File: config.mk
export PLATFORM = sky130hd
export DESIGN_NAME = gf_mult_seq_flat
export DESIGN_NICKNAME = d
export VERILOG_FILES = /design/src/rtl/gf_mult_seq_if.sv /design/src/rtl/gf_mult_seq.sv /design/src/flat_wrapper.sv
export SDC_FILE = /design/constraint.sdc
export NUM_CORES = 1
export LEC_CHECK = 0
export CAP_MARGIN = 40
export CORE_MARGIN = 4
export CORE_UTILIZATION = 30
export DETAILED_ROUTE_END_ITERATION = 6
export PLACE_DENSITY_LB_ADDON = 0.15
export SLEW_MARGIN = 20
export SYNTH_ARGS = -nofsm -noshare
export SYNTH_HDL_FRONTEND = slang
export SYNTH_SLANG_ARGS = --single-unit
File: constraint.sdc
create_clock -name clk -period 3.55 [get_ports clk]
set_clock_uncertainty 0.1 [all_clocks]
set_input_delay 0.71 -clock clk [delete_from_list [all_inputs] [get_ports clk]]
set_output_delay 0.71 -clock clk [all_outputs]
set_load 0.02 [all_outputs]
File: src/rtl/gf_mult_seq_if.sv
// Operand/result bundle for the bit-serial GF(2^M) unit.
// master drives start/op/a/b/clear and observes ready/busy/done/z;
// slave is the arithmetic unit side of the same wires.
// Ports: start, op, a[M-1:0], b[2M-2:0], clear -> unit; ready, busy, done, z[M-1:0] <- unit.
interface gf_mult_seq_if #(
    parameter int M = 6
);
    logic           start;
    logic           op;
    logic [M-1:0]   a;
    logic [2*M-2:0] b;
    logic           clear;
    logic           ready;
    logic           busy;
    logic           done;
    logic [M-1:0]   z;

    modport master (
        output start, op, a, b, clear,
        input  ready, busy, done, z
    );

    modport slave (
        input  start, op, a, b, clear,
        output ready, busy, done, z
    );
endinterface

File: src/rtl/gf_mult_seq.sv
// Purpose: bit-serial GF(2^M) multiply (op 0) or reduce a (2M-1)-bit polynomial (op 1), LSB-first.
// Latency: N = M (op 0) or 2M-1 (op 1) cycles from start edge to done; one op every N+2 cycles.
// Backpressure: start only accepted while ready (IDLE); start in RUN/DONE is dropped, clear aborts.
//
// Ports: clk, reset (async, active-high), bus (gf_mult_seq_if.slave):
//   start/op/a/b  request and operands, sampled on the accepting edge
//   clear         synchronous abort back to IDLE, z untouched, no done
//   ready/busy    IDLE / RUN indicators; done is a one-cycle pulse with z valid
//   z             registered result, held until the next completion
// Optional build macro: GF_MULT_EARLY_EXIT_EN -- finish as soon as no set operand bits remain.
module gf_mult_seq #(
    parameter int         M    = 6,
    parameter logic [M:0] POLY = 7'b1000011
) (
    input  logic          clk,
    input  logic          reset,
    gf_mult_seq_if.slave  bus
);

    localparam int W  = 2 * M - 1;
    localparam int CW = $clog2(2 * M);

    localparam logic [CW-1:0] N_MUL   = CW'(M);
    localparam logic [CW-1:0] N_RED   = CW'(W);
    localparam logic [CW-1:0] CNT_ONE = CW'(1);

    typedef enum logic [1:0] {
        S_IDLE = 2'd0,
        S_RUN  = 2'd1,
        S_DONE = 2'd2
    } state_t;

    state_t         state, state_nxt;
    logic [M-1:0]   apow, apow_nxt;
    logic [W-1:0]   shreg, shreg_nxt;
    logic [M-1:0]   acc, acc_nxt;
    logic [CW-1:0]  cnt, cnt_nxt;
    logic [M-1:0]   z_q, z_nxt;

    logic [M-1:0]   acc_step;
    logic [M-1:0]   apow_step;
    logic [W-1:0]   shreg_step;
    logic           last_step;

    // Multiply by x modulo POLY: shift left, fold the overflowing x^M term back in.
    function automatic logic [M-1:0] xtime(input logic [M-1:0] v);
        logic [M-1:0] sh;
        sh = {v[M-2:0], 1'b0};
        return v[M-1] ? (sh ^ POLY[M-1:0]) : sh;
    endfunction

    // One serial step: apow holds a*x^i (or x^i when reducing) for the bit
    // currently at shreg[0], so a set bit folds that power into the sum.
    always_comb begin
        acc_step   = shreg[0] ? (acc ^ apow) : acc;
        apow_step  = xtime(apow);
        shreg_step = shreg >> 1;
`ifdef GF_MULT_EARLY_EXIT_EN
        // Once the remaining operand bits are all zero, further steps cannot change acc.
        last_step  = (cnt == CNT_ONE) || (shreg_step == '0);
`else
        last_step  = (cnt == CNT_ONE);
`endif
    end

    always_comb begin
        state_nxt = state;
        apow_nxt  = apow;
        shreg_nxt = shreg;
        acc_nxt   = acc;
        cnt_nxt   = cnt;
        z_nxt     = z_q;

        case (state)
            S_IDLE: begin
                if (bus.start) begin
                    if (bus.op) begin
                        // Reduction: sum x^i mod POLY over the set bits of b.
                        apow_nxt  = {{(M-1){1'b0}}, 1'b1};
                        shreg_nxt = bus.b;
                        cnt_nxt   = N_RED;
                    end else begin
                        apow_nxt  = bus.a;
                        shreg_nxt = {{(W-M){1'b0}}, bus.b[M-1:0]};
                        cnt_nxt   = N_MUL;
                    end
                    acc_nxt   = '0;
                    state_nxt = S_RUN;
                end
            end

            S_RUN: begin
                acc_nxt   = acc_step;
                apow_nxt  = apow_step;
                shreg_nxt = shreg_step;
                cnt_nxt   = cnt - CNT_ONE;
                if (last_step) begin
                    z_nxt     = acc_step;
                    state_nxt = S_DONE;
                end
            end

            S_DONE: begin
                state_nxt = S_IDLE;
            end

            default: begin
                state_nxt = S_IDLE;
            end
        endcase

        // Abort wins over everything, including a start in the same cycle.
        if (bus.clear) begin
            state_nxt = S_IDLE;
            apow_nxt  = apow;
            shreg_nxt = shreg;
            acc_nxt   = acc;
            cnt_nxt   = cnt;
            z_nxt     = z_q;
        end
    end

    always_ff @(posedge clk or posedge reset) begin
        if (reset) begin
            state <= S_IDLE;
            apow  <= '0;
            shreg <= '0;
            acc   <= '0;
            cnt   <= '0;
            z_q   <= '0;
        end else begin
            state <= state_nxt;
            apow  <= apow_nxt;
            shreg <= shreg_nxt;
            acc   <= acc_nxt;
            cnt   <= cnt_nxt;
            z_q   <= z_nxt;
        end
    end

    // Status decoded straight from the state register, so done is a clean one-cycle pulse.
    assign bus.ready = (state == S_IDLE);
    assign bus.busy  = (state == S_RUN);
    assign bus.done  = (state == S_DONE);
    assign bus.z     = z_q;

endmodule

File: src/flat_wrapper.sv
// flat-port wrapper written by rule: the top's interface ports become plain ports
module gf_mult_seq_flat 
#(
    parameter int         M    = 6,
    parameter logic [M:0] POLY = 7'b1000011
)
  (clk, reset, bus_start, bus_op, bus_a, bus_b, bus_clear, bus_ready, bus_busy, bus_done, bus_z);
  gf_mult_seq_if #(.M(M)) bus_i ();
  input  logic clk;
  input  logic reset;
  input wire logic [$bits(bus_i.start)-1:0] bus_start;
  input wire logic [$bits(bus_i.op)-1:0] bus_op;
  input wire logic [$bits(bus_i.a)-1:0] bus_a;
  input wire logic [$bits(bus_i.b)-1:0] bus_b;
  input wire logic [$bits(bus_i.clear)-1:0] bus_clear;
  output wire logic [$bits(bus_i.ready)-1:0] bus_ready;
  output wire logic [$bits(bus_i.busy)-1:0] bus_busy;
  output wire logic [$bits(bus_i.done)-1:0] bus_done;
  output wire logic [$bits(bus_i.z)-1:0] bus_z;
  assign bus_i.start = bus_start;
  assign bus_i.op = bus_op;
  assign bus_i.a = bus_a;
  assign bus_i.b = bus_b;
  assign bus_i.clear = bus_clear;
  assign bus_ready = bus_i.ready;
  assign bus_busy = bus_i.busy;
  assign bus_done = bus_i.done;
  assign bus_z = bus_i.z;
  gf_mult_seq #(.M(M), .POLY(POLY)) u_core (.clk(clk), .reset(reset), .bus(bus_i));
endmodule
==> impl_results.md <==
- Status: finished, final reports clean
- Yosys reg bits: 35
- Antenna Cells: 0
- Worst hold endpoint: u_core.shreg[10]
- Final Setup Violations: 0
- CTS tree: yes
- Fin crit share: 79.8%
- Initial Util: 31.0%
- Post-synth EDFFs: 0
- Setup TNS: 0 ns
- Hold Crit Start: u_core.shreg[10]
- Syn Std Cell Area: 0.00184 mm²
- Post-CTS Hold Buffers: 0
- Setup slack, reg-to-reg: 1.52 ns
- Slew margin rel.: 47.6%
- Chip width: 86.2 µm
- Post-CTS sizing: 0
- Port Buffers: 30
- Fin crit period: 2.83 ns
- Routed WL per cell: 16.0 µm
- Lkg Pwr: 1.01 nW
- First-pass DRT Iterations: 4
- CP Cell Sequence: nand2b_4, inv_2, clkdlybuf4s50_1
- Vias in the first global route: 1317
- Worst Tran Pin Value: 0.786 ns
- Post-DP Area: 0.00217 mm²
- Gpl congestion: 0.787
- First-pass GRT wire length: 6730 µm
- Kind of cell adding the most delay to the critical path: buffers and inverters
- Grt ovf: 0
- Warnings from Yosys: 0
- Core box area: 0.00592 mm²
- Fraction of layout instances using a drive strength above 1: 24.7%
- Crit path capture type: output port
- Antenna violations before repair: 0
- Slowest cell delay on critical path: 0.73 ns
- Worst hold slack: 0.404 ns
- Fraction of registers with async set or reset after synthesis: 100%
- Pin count of the biggest net entering global routing: 36
- Hold depth: 1
- Most numerous cell in the Yosys netlist: dfrtp_1
- Row cnt: 28
- Yosys cell types: 38
- Crit-path max FO: 12
- Buffers and inverters on the worst path: 2
- R2R Path End: u_core.apow[1]
- Via density: 4.84
- Num CTS Buffers: 5
- Reg clk slew, reported paths: 0.08 ns
- Critical Path AT: 2.02 ns
- Synth top cells by count: dfrtp_1 (35), mux2_4 (12)
- Synth Instances: 137
- GR Util All Layers: 11.8%
- Final ANT Viol Nets: 0
- Worst setup path class: flip-flop to output port
- Worst r2r path cells: 3
- Synth Net Count: 161
- Residual DRC count: 0
- NumNets Final: 193
- Register area share after synthesis: 47.7%
- Number of I/O pins: 31
- Hold WC Path Type: flip-flop to flip-flop
- Skew-Pair Late Insertion Delay: 0.30 ns
- Final hold vios: 0
- Maximum vdd drop: 227 µV
- CTS Sinks: 35
- Routed wire length: 3910 µm
- Syn avg cell area: 13.4 µm²
- Reg2reg start: u_core.state[0]
- Final Max Slew Viols: 0
- Vias post-DR: 1187
- Setup crit start kind: flip-flop
- Post-synthesis cell type with the largest combined area: dfrtp_1
- H-tree Lvls: 2
- Total Power: 1.15 mW
- CTS root buffer: clkbuf_8
- Power density over the cells: 506 mW/mm²
- Slowest CP cell: dfrtp_1
- FMAX: 353 MHz
- Vert. Die Dim: 86.2 µm
- Cell area after layout: 0.00228 mm²
- Post-CTS setup buffer count: 0
- Post-layout util: 38.5%
- Yosys top cell area share: 47.7%
- Max_cap viols: 0
- Top cells by area, synth: dfrtp_1 (48%), mux2_4 (9.8%), mux2_2 (4.9%)
- Starting DRT DRC Count: 79
- Post-synth top flop: dfrtp_1
- Longest Clk Path Bufs: 2
- Unrepaired setup endpoints after global routing: no
- Critical path required time: 2.74 ns
- Die area: 0.00743 mm²
- Layout Area Growth over Synthesis: 24.3%
- Detailed Place HPWL: 2690 µm
[worst register-to-register path, delay by kind of cell (launching register included)]
kind             cells  cell delay (ns)
and+or+nand+nor      2             0.66
DFF                  1             0.73
muxes                1             0.41
[cell usage in the layout, fill, tap and decap left out, drive strengths merged, types with 2 or more instances in the layout]
cell type      instances
nand3b                 2
nor3b                  2
nand2                  9
o21ai                  2
buf                    2
xnor2                  6
nor2                   4
clkdlybuf4s50         30
and2                   8
mux2                  21
ha                     2
dfrtp                 35
inv                    8
clkbuf                 5
nor3                   2
a221o                  8
a22o                   7
[kinds of logic (layout without fill, tap and decap cells)]
group,Yosys count,in the layout,share of synthesized area (%)
xor+xnor,7,7,3.34
flops,35,35,47.7
mux,22,22,15.9
buf+inv,14,47,5.73
compound gates,25,25,13.3
simple gates,32,32,12.7
fa+ha+maj,2,2,1.36
[metrics by stage]
step | cells | setup WS [ns]
global placement | 237 | 0.992
floorplan | 137 | 1.85
detailed placement | 237 | 0.948
global route | 245 | 0.597
CTS | 245 | 0.710
finish | 245 | 0.717
[metal layers]
| layer | share of wire [%] | vias to the layer above | global-route usage, % |
|---|---|---|---|
| met3 | 5.0 | 7 | 3.71 |
| met4 | 1.6 | 0 | 5.10 |
| li1 | - | 555 | - |
| met1 | 47 | 594 | 15.4 |
| met2 | 46 | 31 | 17.9 |
| met5 | 0 | - | 0 |
[registers in the layout (all words and copies together), names as in the netlist]
register / cells
u_core.bus.z: 6
u_core.shreg: 11
u_core.acc: 6
u_core.state: 2
u_core.apow: 6
u_core.cnt: 4
[power breakdown]
| group | total, mW | switching [mW] | internal [mW] |
|---|---|---|---|
| combinational | 0.252 | 0.101 | 0.151 |
| clock | 0.376 | 0.165 | 0.212 |
| sequential | 0.525 | 0.0598 | 0.466 |
[how the worst max path moves through the flow]
stage                    startpoint  slack [ns]  depth (start not counted)        endpoint
floorplan           u_core.state[1]        1.85                          4        bus_busy
global placement          bus_clear        0.99                          3  u_core.apow[1]
detailed placement        bus_clear        0.95                          3  u_core.apow[1]
CTS                 u_core.state[0]        0.71                          3        bus_busy
global route        u_core.state[0]        0.60                          3        bus_busy
finish              u_core.state[0]        0.72                          3        bus_busy
[final cells by class]
type                       instances  area (µm²)
tap                               75        93.8
clock inverter                     3        46.3
fill                             575        3640
clock buffer                       5        68.8
sequential                        35         876
inverter                           7        26.3
timing repair buffer              32         315
multi-input combinational         88         855
No activity file was read; power rests on OpenSTA's default activity.
